$ cat config.mk
export PLATFORM = sky130hd
export DESIGN_NAME = rx_freq_sched_flat
export DESIGN_NICKNAME = d
export VERILOG_FILES = /design/src/rtl/rx_freq_sched_if.sv /design/src/rtl/rx_freq_sched.sv /design/src/flat_wrapper.sv
export SDC_FILE = /design/constraint.sdc
export NUM_CORES = 1
export LEC_CHECK = 0
export CAP_MARGIN = 15
export CORE_MARGIN = 4
export CORE_UTILIZATION = 42
export CTS_CLUSTER_DIAMETER = 40
export DETAILED_ROUTE_END_ITERATION = 8
export GPL_TIMING_DRIVEN = 1
export PLACE_DENSITY = 0.87
export SLEW_MARGIN = 20
export SYNTH_ARGS = -nofsm -noshare
export SYNTH_HDL_FRONTEND = slang
export SYNTH_SLANG_ARGS = --single-unit
$ cat constraint.sdc
create_clock -name cpu_clk -period 5.3 [get_ports cpu_clk]
set_clock_uncertainty 0.15 [all_clocks]
set_input_delay 0.53 -clock cpu_clk [delete_from_list [all_inputs] [get_ports cpu_clk]]
set_output_delay 0.53 -clock cpu_clk [all_outputs]
set_load 0.01 [all_outputs]
$ cat src/rtl/rx_freq_sched_if.sv
// Requester bundle for rx_freq_sched: level request, channel, phase
// increment and the one-cycle completion pulse.
interface rx_freq_sched_if #(
    parameter int CHAN_BITS = 3
);
    logic                 req;
    logic [CHAN_BITS-1:0] chan;
    logic [47:0]          freq;
    logic                 ack;

    modport master (output req, chan, freq, input ack);
    modport slave  (input req, chan, freq, output ack);
endinterface

$ cat src/rtl/rx_freq_sched.sv
// Retune sequencer: arbitrates RX and waterfall requests and replays each
// as channel select, frozen-TOS high word write, frozen-TOS low word write.
module rx_freq_sched #(
    parameter int CHAN_BITS = 3,
    parameter int SYNC_GAP  = 4
) (
    input  logic           cpu_clk,
    input  logic           rst_n,
    rx_freq_sched_if.slave rx,
    rx_freq_sched_if.slave wf,
    output logic [31:0]    tos_o,
    output logic           kind_o,
    output logic           set_chan_o,
    output logic           freeze_o,
    output logic           set_freqH_o,
    output logic           set_freqL_o,
    output logic           busy
);

    typedef enum logic [3:0] {
        IDLE, SEL, FRZ_H, WAIT_H, WR_H, FRZ_L, WAIT_L, WR_L, ACK
    } state_e;

    localparam logic       KIND_RX = 1'b0;
    localparam logic       KIND_WF = 1'b1;
    localparam logic [3:0] GAP_M1  = 4'(SYNC_GAP - 1);

    state_e               state_q, state_d;
    logic                 kind_q, kind_d;
    logic                 last_q, last_d;
    logic [CHAN_BITS-1:0] chan_q, chan_d;
    logic [47:0]          freq_q, freq_d;
    logic [3:0]           cnt_q, cnt_d;
    logic                 grant_wf;
    logic                 rx_ack_c, wf_ack_c;

    // WF wins only when RX is absent or RX was the last one served
    assign grant_wf = wf.req & (~rx.req | (last_q == KIND_RX));

    always_ff @(posedge cpu_clk or negedge rst_n) begin
        if (!rst_n) begin
            state_q <= IDLE;
            kind_q  <= KIND_RX;
            last_q  <= KIND_WF;
            chan_q  <= '0;
            freq_q  <= '0;
            cnt_q   <= '0;
        end else begin
            state_q <= state_d;
            kind_q  <= kind_d;
            last_q  <= last_d;
            chan_q  <= chan_d;
            freq_q  <= freq_d;
            cnt_q   <= cnt_d;
        end
    end

    always_comb begin
        state_d = state_q;
        kind_d  = kind_q;
        last_d  = last_q;
        chan_d  = chan_q;
        freq_d  = freq_q;
        cnt_d   = cnt_q;
        unique case (state_q)
            IDLE: begin
                if (rx.req | wf.req) begin
                    state_d = SEL;
                    kind_d  = grant_wf;
                    last_d  = grant_wf;
                    chan_d  = grant_wf ? wf.chan : rx.chan;
                    freq_d  = grant_wf ? wf.freq : rx.freq;
                end
            end
            SEL:   state_d = FRZ_H;
            FRZ_H: begin
                state_d = WAIT_H;
                cnt_d   = GAP_M1;
            end
            WAIT_H: begin
                if (cnt_q == 4'd0) state_d = WR_H;
                else               cnt_d   = cnt_q - 4'd1;
            end
            WR_H:  state_d = FRZ_L;
            FRZ_L: begin
                state_d = WAIT_L;
                cnt_d   = GAP_M1;
            end
            WAIT_L: begin
                if (cnt_q == 4'd0) state_d = WR_L;
                else               cnt_d   = cnt_q - 4'd1;
            end
            WR_L:    state_d = ACK;
            ACK:     state_d = IDLE;
            default: state_d = IDLE;
        endcase
    end

    always_comb begin
        tos_o       = 32'h0;
        set_chan_o  = 1'b0;
        freeze_o    = 1'b0;
        set_freqH_o = 1'b0;
        set_freqL_o = 1'b0;
        rx_ack_c    = 1'b0;
        wf_ack_c    = 1'b0;
        kind_o      = (state_q != IDLE) ? kind_q : 1'b0;
        busy        = (state_q != IDLE);
        unique case (state_q)
            SEL: begin
                set_chan_o = 1'b1;
                tos_o      = 32'(chan_q);
            end
            FRZ_H: begin
                freeze_o = 1'b1;
                tos_o    = {16'b0, freq_q[47:32]};
            end
            WAIT_H: tos_o = {16'b0, freq_q[47:32]};
            WR_H: begin
                set_freqH_o = 1'b1;
                tos_o       = {16'b0, freq_q[47:32]};
            end
            FRZ_L: begin
                freeze_o = 1'b1;
                tos_o    = freq_q[31:0];
            end
            WAIT_L: tos_o = freq_q[31:0];
            WR_L: begin
                set_freqL_o = 1'b1;
                tos_o       = freq_q[31:0];
            end
            ACK: begin
                rx_ack_c = (kind_q == KIND_RX);
                wf_ack_c = (kind_q == KIND_WF);
            end
            default: ;
        endcase
    end

    assign rx.ack = rx_ack_c;
    assign wf.ack = wf_ack_c;

endmodule

$ cat src/flat_wrapper.sv
// flat-port wrapper written by rule: the top's interface ports become plain ports
module rx_freq_sched_flat 
#(
    parameter int CHAN_BITS = 3,
    parameter int SYNC_GAP  = 4
)
  (cpu_clk, rst_n, tos_o, kind_o, set_chan_o, freeze_o, set_freqH_o, set_freqL_o, busy, rx_req, rx_chan, rx_freq, rx_ack, wf_req, wf_chan, wf_freq, wf_ack);
  rx_freq_sched_if #(.CHAN_BITS(CHAN_BITS)) rx_i ();
  rx_freq_sched_if #(.CHAN_BITS(CHAN_BITS)) wf_i ();
  input  logic cpu_clk;
  input  logic rst_n;
  output logic [31:0] tos_o;
  output logic kind_o;
  output logic set_chan_o;
  output logic freeze_o;
  output logic set_freqH_o;
  output logic set_freqL_o;
  output logic busy;
  input wire logic [$bits(rx_i.req)-1:0] rx_req;
  input wire logic [$bits(rx_i.chan)-1:0] rx_chan;
  input wire logic [$bits(rx_i.freq)-1:0] rx_freq;
  output wire logic [$bits(rx_i.ack)-1:0] rx_ack;
  input wire logic [$bits(wf_i.req)-1:0] wf_req;
  input wire logic [$bits(wf_i.chan)-1:0] wf_chan;
  input wire logic [$bits(wf_i.freq)-1:0] wf_freq;
  output wire logic [$bits(wf_i.ack)-1:0] wf_ack;
  assign rx_i.req = rx_req;
  assign rx_i.chan = rx_chan;
  assign rx_i.freq = rx_freq;
  assign rx_ack = rx_i.ack;
  assign wf_i.req = wf_req;
  assign wf_i.chan = wf_chan;
  assign wf_i.freq = wf_freq;
  assign wf_ack = wf_i.ack;
  rx_freq_sched #(.CHAN_BITS(CHAN_BITS), .SYNC_GAP(SYNC_GAP)) u_core (.cpu_clk(cpu_clk), .rst_n(rst_n), .rx(rx_i), .wf(wf_i), .tos_o(tos_o), .kind_o(kind_o), .set_chan_o(set_chan_o), .freeze_o(freeze_o), .set_freqH_o(set_freqH_o), .set_freqL_o(set_freqL_o), .busy(busy));
endmodule
Word level (Yosys, flattened, before mapping)
Cells that the tools add are included.

Flip-flop bits (word level): 61. Word-level logic and storage cells: 52. Output and inout bits: 40.

Muxes and demuxes: 16. Bitwise operators: 6. Equality and inequality tests: 12. Reduce and logical (&&, ||, !) cells: 11. $add $sub $neg: 1.

Operators with widths (count): $pmux 32 s3 (1); $mux 48 (1); $pmux 4 s8 (1); $eq 4x3->1 const B (4); $mux 4 (4); $eq 4x2->1 const B (2); $logic_not 4->1 (2); $pmux 4 s2 (1); $mux 1 (7); $ne 2x1->1 const B (3); $reduce_or 3->1 (2); $eq 4x1->1 const B (1); $eq 4x4->1 const B (1); $reduce_and 2->1 (2); $reduce_bool 4->1 (1); $reduce_or 2->1 (2); $sub 4x1->4 const B (1); $mux 3 (1); $not 1->1 (3); $reduce_and 3->1 (1); $ne 2x2->1 const B (1); $or 1x1->1 (2); $reduce_bool 2->1 (1); $and 1x1->1 (1).

Longest topological paths before layout
Depth in word-level cells: 4. Depth in mapped cells: 6. Depth with buffers taken out: 5.

Worst setup path before layout
Ideal clock, no wire load.

Path kind: flip-flop to output port. Start point: reg u_core.state_q[3]. End point: out tos_o[0]. Arrival: 1.607 ns. Setup slack: 3.013 ns. Required time: 4.620 ns. Cell stages (with the launch flop): 5. Cell sequence: dfrtp_1 > clkbuf_1 > nor4b_1 > and2_1 > a221o_1.

Longest elaborated chain between the ends: 3. Elaborated cells between the ends (all ways): 10. Classes of those cells: 7 x eq/ne; 1 x mux; 2 x reduce/logical.

Ends and longest elaborated chain: start, declared (RTL line rx_freq_sched.sv:28) `state_e state_q, state_d;`; start signal, assigned (RTL line rx_freq_sched.sv:49) `state_q <= state_d;`; $eq 4x3->1 or $eq 4x2->1 (tied branches) (RTL line rx_freq_sched.sv:109) `unique case (state_q)`; $reduce_or 3->1 (no source line); $pmux 32 s3 (*) (RTL line rx_freq_sched.sv:109); end, declared (RTL line flat_wrapper.sv:12) `output logic [31:0] tos_o;`.

Every way passes the cells marked *; elsewhere a longest branch is shown, timed or not.

Worst setup path after layout
Start point: reg u_core.state_q[2]. End point: out tos_o[2].

Same word-level chain as after synthesis.

==> flow_summary.ini <==
[outcome]
status = completed

[worst_setup_path]
crit_start = u_core.state_q[2]
worst_setup_path_end_kind = primary output
reg2reg_to = u_core.freq_q[10]
reg2reg_from = u_core.state_q[1]
cp-endpoint = tos_o[2]
cp.required_ns = 4.62
r2r_setup_slack_ns = 2.64
reg2regPathDepth = 3
arrival_ns = 2.68
critPathKind = register to primary output
startpoint_type = register
cp_max_fo = 16

[finish]
postLayoutCellArea_um2 = 5380
final-instance-count-excl-fill = 524
final_net_count = 521
syn2layout_area_growth_pct = 45.5
n_antenna_cell = 0
drive_gt1_share_pct = 31.0
fin_util_pct = 64.2

[pwr]
leakagePower_nw = 2.25
comb_power_share_pct = 48.5
p_switching_mw = 0.811
seq_power_share_pct = 33.0
power_density_nw_per_um2 = 494
finalPower_mw = 2.66
internal-power_mw = 1.85
p_sw_share_pct = 30.5
vdd_drop_max_mv = 0.282
clkPwrFrac_pct = 18.5

[floorplan]
rows = 33
die_h_um = 102
core_um2 = 8380
initial_core_util_pct = 44.1
die-area_um2 = 10400
die_x_um = 102
ioPinCount = 146

[clocking]
cts_tree = built
clkSinkCount = 61
post_cts.repair.setup_buffers = 0
htree_levels = 3
cts_resized = 0
postCtsHoldBufs = 0
cts_root_buffer = clkbuf_8
insertion_delay_ns = 0.33
clock_path_buffers = 2
clk_pin_slew_worst_paths_ns = 0.06
cts_made_buffers = 9

[global_routing]
track_usage_pct = 17.4
first_global_vias = 2898
grt_max_degree = 62
gr-total-overflow = 0
grt_pass1_wl_mm = 14.2
antenna_found_initial = 0

[route]
drt_iter0_markers = 57
vias = 2713
avgRoutedWirePerCell_um = 17.5
detail_route.first_pass.iterations = 4
viasPerCell = 5.18
drt-total-wl_mm = 9.16
ant_nets = 0
drcViolationCount = 0

[synthesis]
syn_avg_cell_area_um2 = 13.4
ys_warn_count = 0
syn_nets = 382
ys_dominant_reg_cell = dfrtp_1
synthDistinctLibCells = 43
synth_top_cell_by_area = dfrtp_1
netlist.area_leader.share_pct = 40.6
syn_inst = 275
synth_area_um2 = 3700
synthTopCellsByArea = dfrtp_1 (41%), mux2_4 (20%), mux2_2 (16%)
synth_edf_count = 0
async_flop_share_pct = 100
ys_seq_area_share_pct = 41.3
synth_seq_cells = 61

[timing]
worstMarginPinSlew_ns = 1.03
layout_min_cycle_time_ns = 3.36
slew_headroom_pct = 31.2
fin_crit_sh_pct = 63.4
slew_violations = 0
hold_viol = 0
rsz0062_at_grt = false
tns_ns = 0
finalSetupViolCount = 0
clock.fmax_mhz = 298

[job]
maxCapViolCount = 0

[placement]
placed_cell_area_um2 = 5140
dp.cells = 508
io_buffers = 145
hpwl_mm = 6.62
place_congestion = 0.782

[hold_path]
hp-class = input pin to asynchronous set/reset pin
==> stage by stage <==
stage | hold WS (ns) | worst slack, ns
6_report | 0.205 | 1.94
5_1_grt | 0.288 | 1.77
4_1_cts | 0.247 | 1.90
3_5_place_dp | 0.339 | 1.94
3_3_place_gp | 0.332 | 2.06
2_1_floorplan | 0.0844 | 3.01
==> cell usage in the layout, fill, tap and decap left out, drive strengths merged, types with 5 or more instances in the layout <==
cell type | Yosys | routed
clkdlybuf4s50 | 0 | 144
mux2 | 102 | 102
dfrtp | 60 | 60
and2 | 19 | 19
a22o | 13 | 13
clkbuf | 3 | 13
nor3 | 5 | 5
nor2 | 5 | 5
==> cell usage after synthesis (2+ instances only) <==
| master | number |
|---|---|
| a21oi_1 | 3 |
| a221o_1 | 3 |
| a22o_1 | 13 |
| and2_1 | 19 |
| and3_1 | 2 |
| buf_12 | 5 |
| buf_2 | 10 |
| clkbuf_1 | 3 |
| dfrtp_1 | 60 |
| inv_1 | 4 |
| mux2_2 | 53 |
| mux2_4 | 49 |
| mux2i_1 | 2 |
| nand2_1 | 4 |
| nand2b_1 | 4 |
| nor2_1 | 5 |
| nor3_1 | 5 |
| nor4b_1 | 2 |
| o21ai_0 | 2 |
| or3b_1 | 2 |
| xnor2_1 | 3 |
==> power by group through the flow <==
stage / Combinational [mW] / Sequential, mW / Clock (mW)
4_1_cts: 1.31 / 0.876 / 0.503
3_3_place_gp: 1.27 / 0.871 / 0
5_1_grt: 1.39 / 0.912 / 0.522
6_report: 1.29 / 0.879 / 0.492
3_5_place_dp: 1.30 / 0.882 / 0
2_1_floorplan: 0.942 / 0.808 / 0
==> state kept, by name, summed over array words and instances, names as in the netlist <==
signal,count
u_core.freq_q,48
u_core.cnt_q,4
u_core.kind_q,1
u_core.chan_q,3
u_core.last_q,1
u_core.state_q,4
==> kinds of logic (layout without fill, tap and decap cells) <==
kind of cell / Yosys count / after routing / synth area share [%]
muxes: 104 / 104 / 36.6
DFF: 61 / 61 / 41.3
and+or+nand+nor: 51 / 51 / 8.80
AOI/OAI and AO/OA: 31 / 31 / 7.00
buffers and inverters: 24 / 168 / 5.28
xor gates and xnor gates: 3 / 3 / 0.711
adders and majority gates: 1 / 1 / 0.338
==> critical path, cell delays in order (launching register included) <==
cell and delay [ns]:
dfrtp_1 0.65, or3b_1 0.45, a21oi_4 0.47, a221o_1 0.25, clkdlybuf4s50_1 0.54
==> worst min-delay path by stage <==
stage | from | to | slack, ns | depth (start not counted)
floorplan | rst_n | u_core.chan_q[0] | 0.08 | 0
global placement | u_core.freq_q[30] | u_core.freq_q[30] | 0.33 | 1
detailed placement | u_core.freq_q[22] | u_core.freq_q[22] | 0.34 | 1
CTS | rst_n | u_core.chan_q[0] | 0.25 | 2
global route | rst_n | u_core.chan_q[0] | 0.29 | 2
finish | rst_n | u_core.state_q[0] | 0.20 | 2
==> final cells by class <==
cell class                 instances  area, um2
fill                             633       3000
clock buffer                      13        179
multi-input combinational        190       1990
sequential                        61       1530
inverter                           4       15.0
clock inverter                     3       65.1
tap                              105        131
timing repair buffer             148       1470
==> metal layers <==
layer  share of wire [%]  vias up  global-route usage (%)
met5                   0        -                       0
met3                 7.8       12                    3.89
met2                  52      100                    31.5
met1                  39     1328                    20.2
met4                 1.6        0                    6.26
li1                    -     1273                       -
No activity file was read; power rests on OpenSTA's default activity.
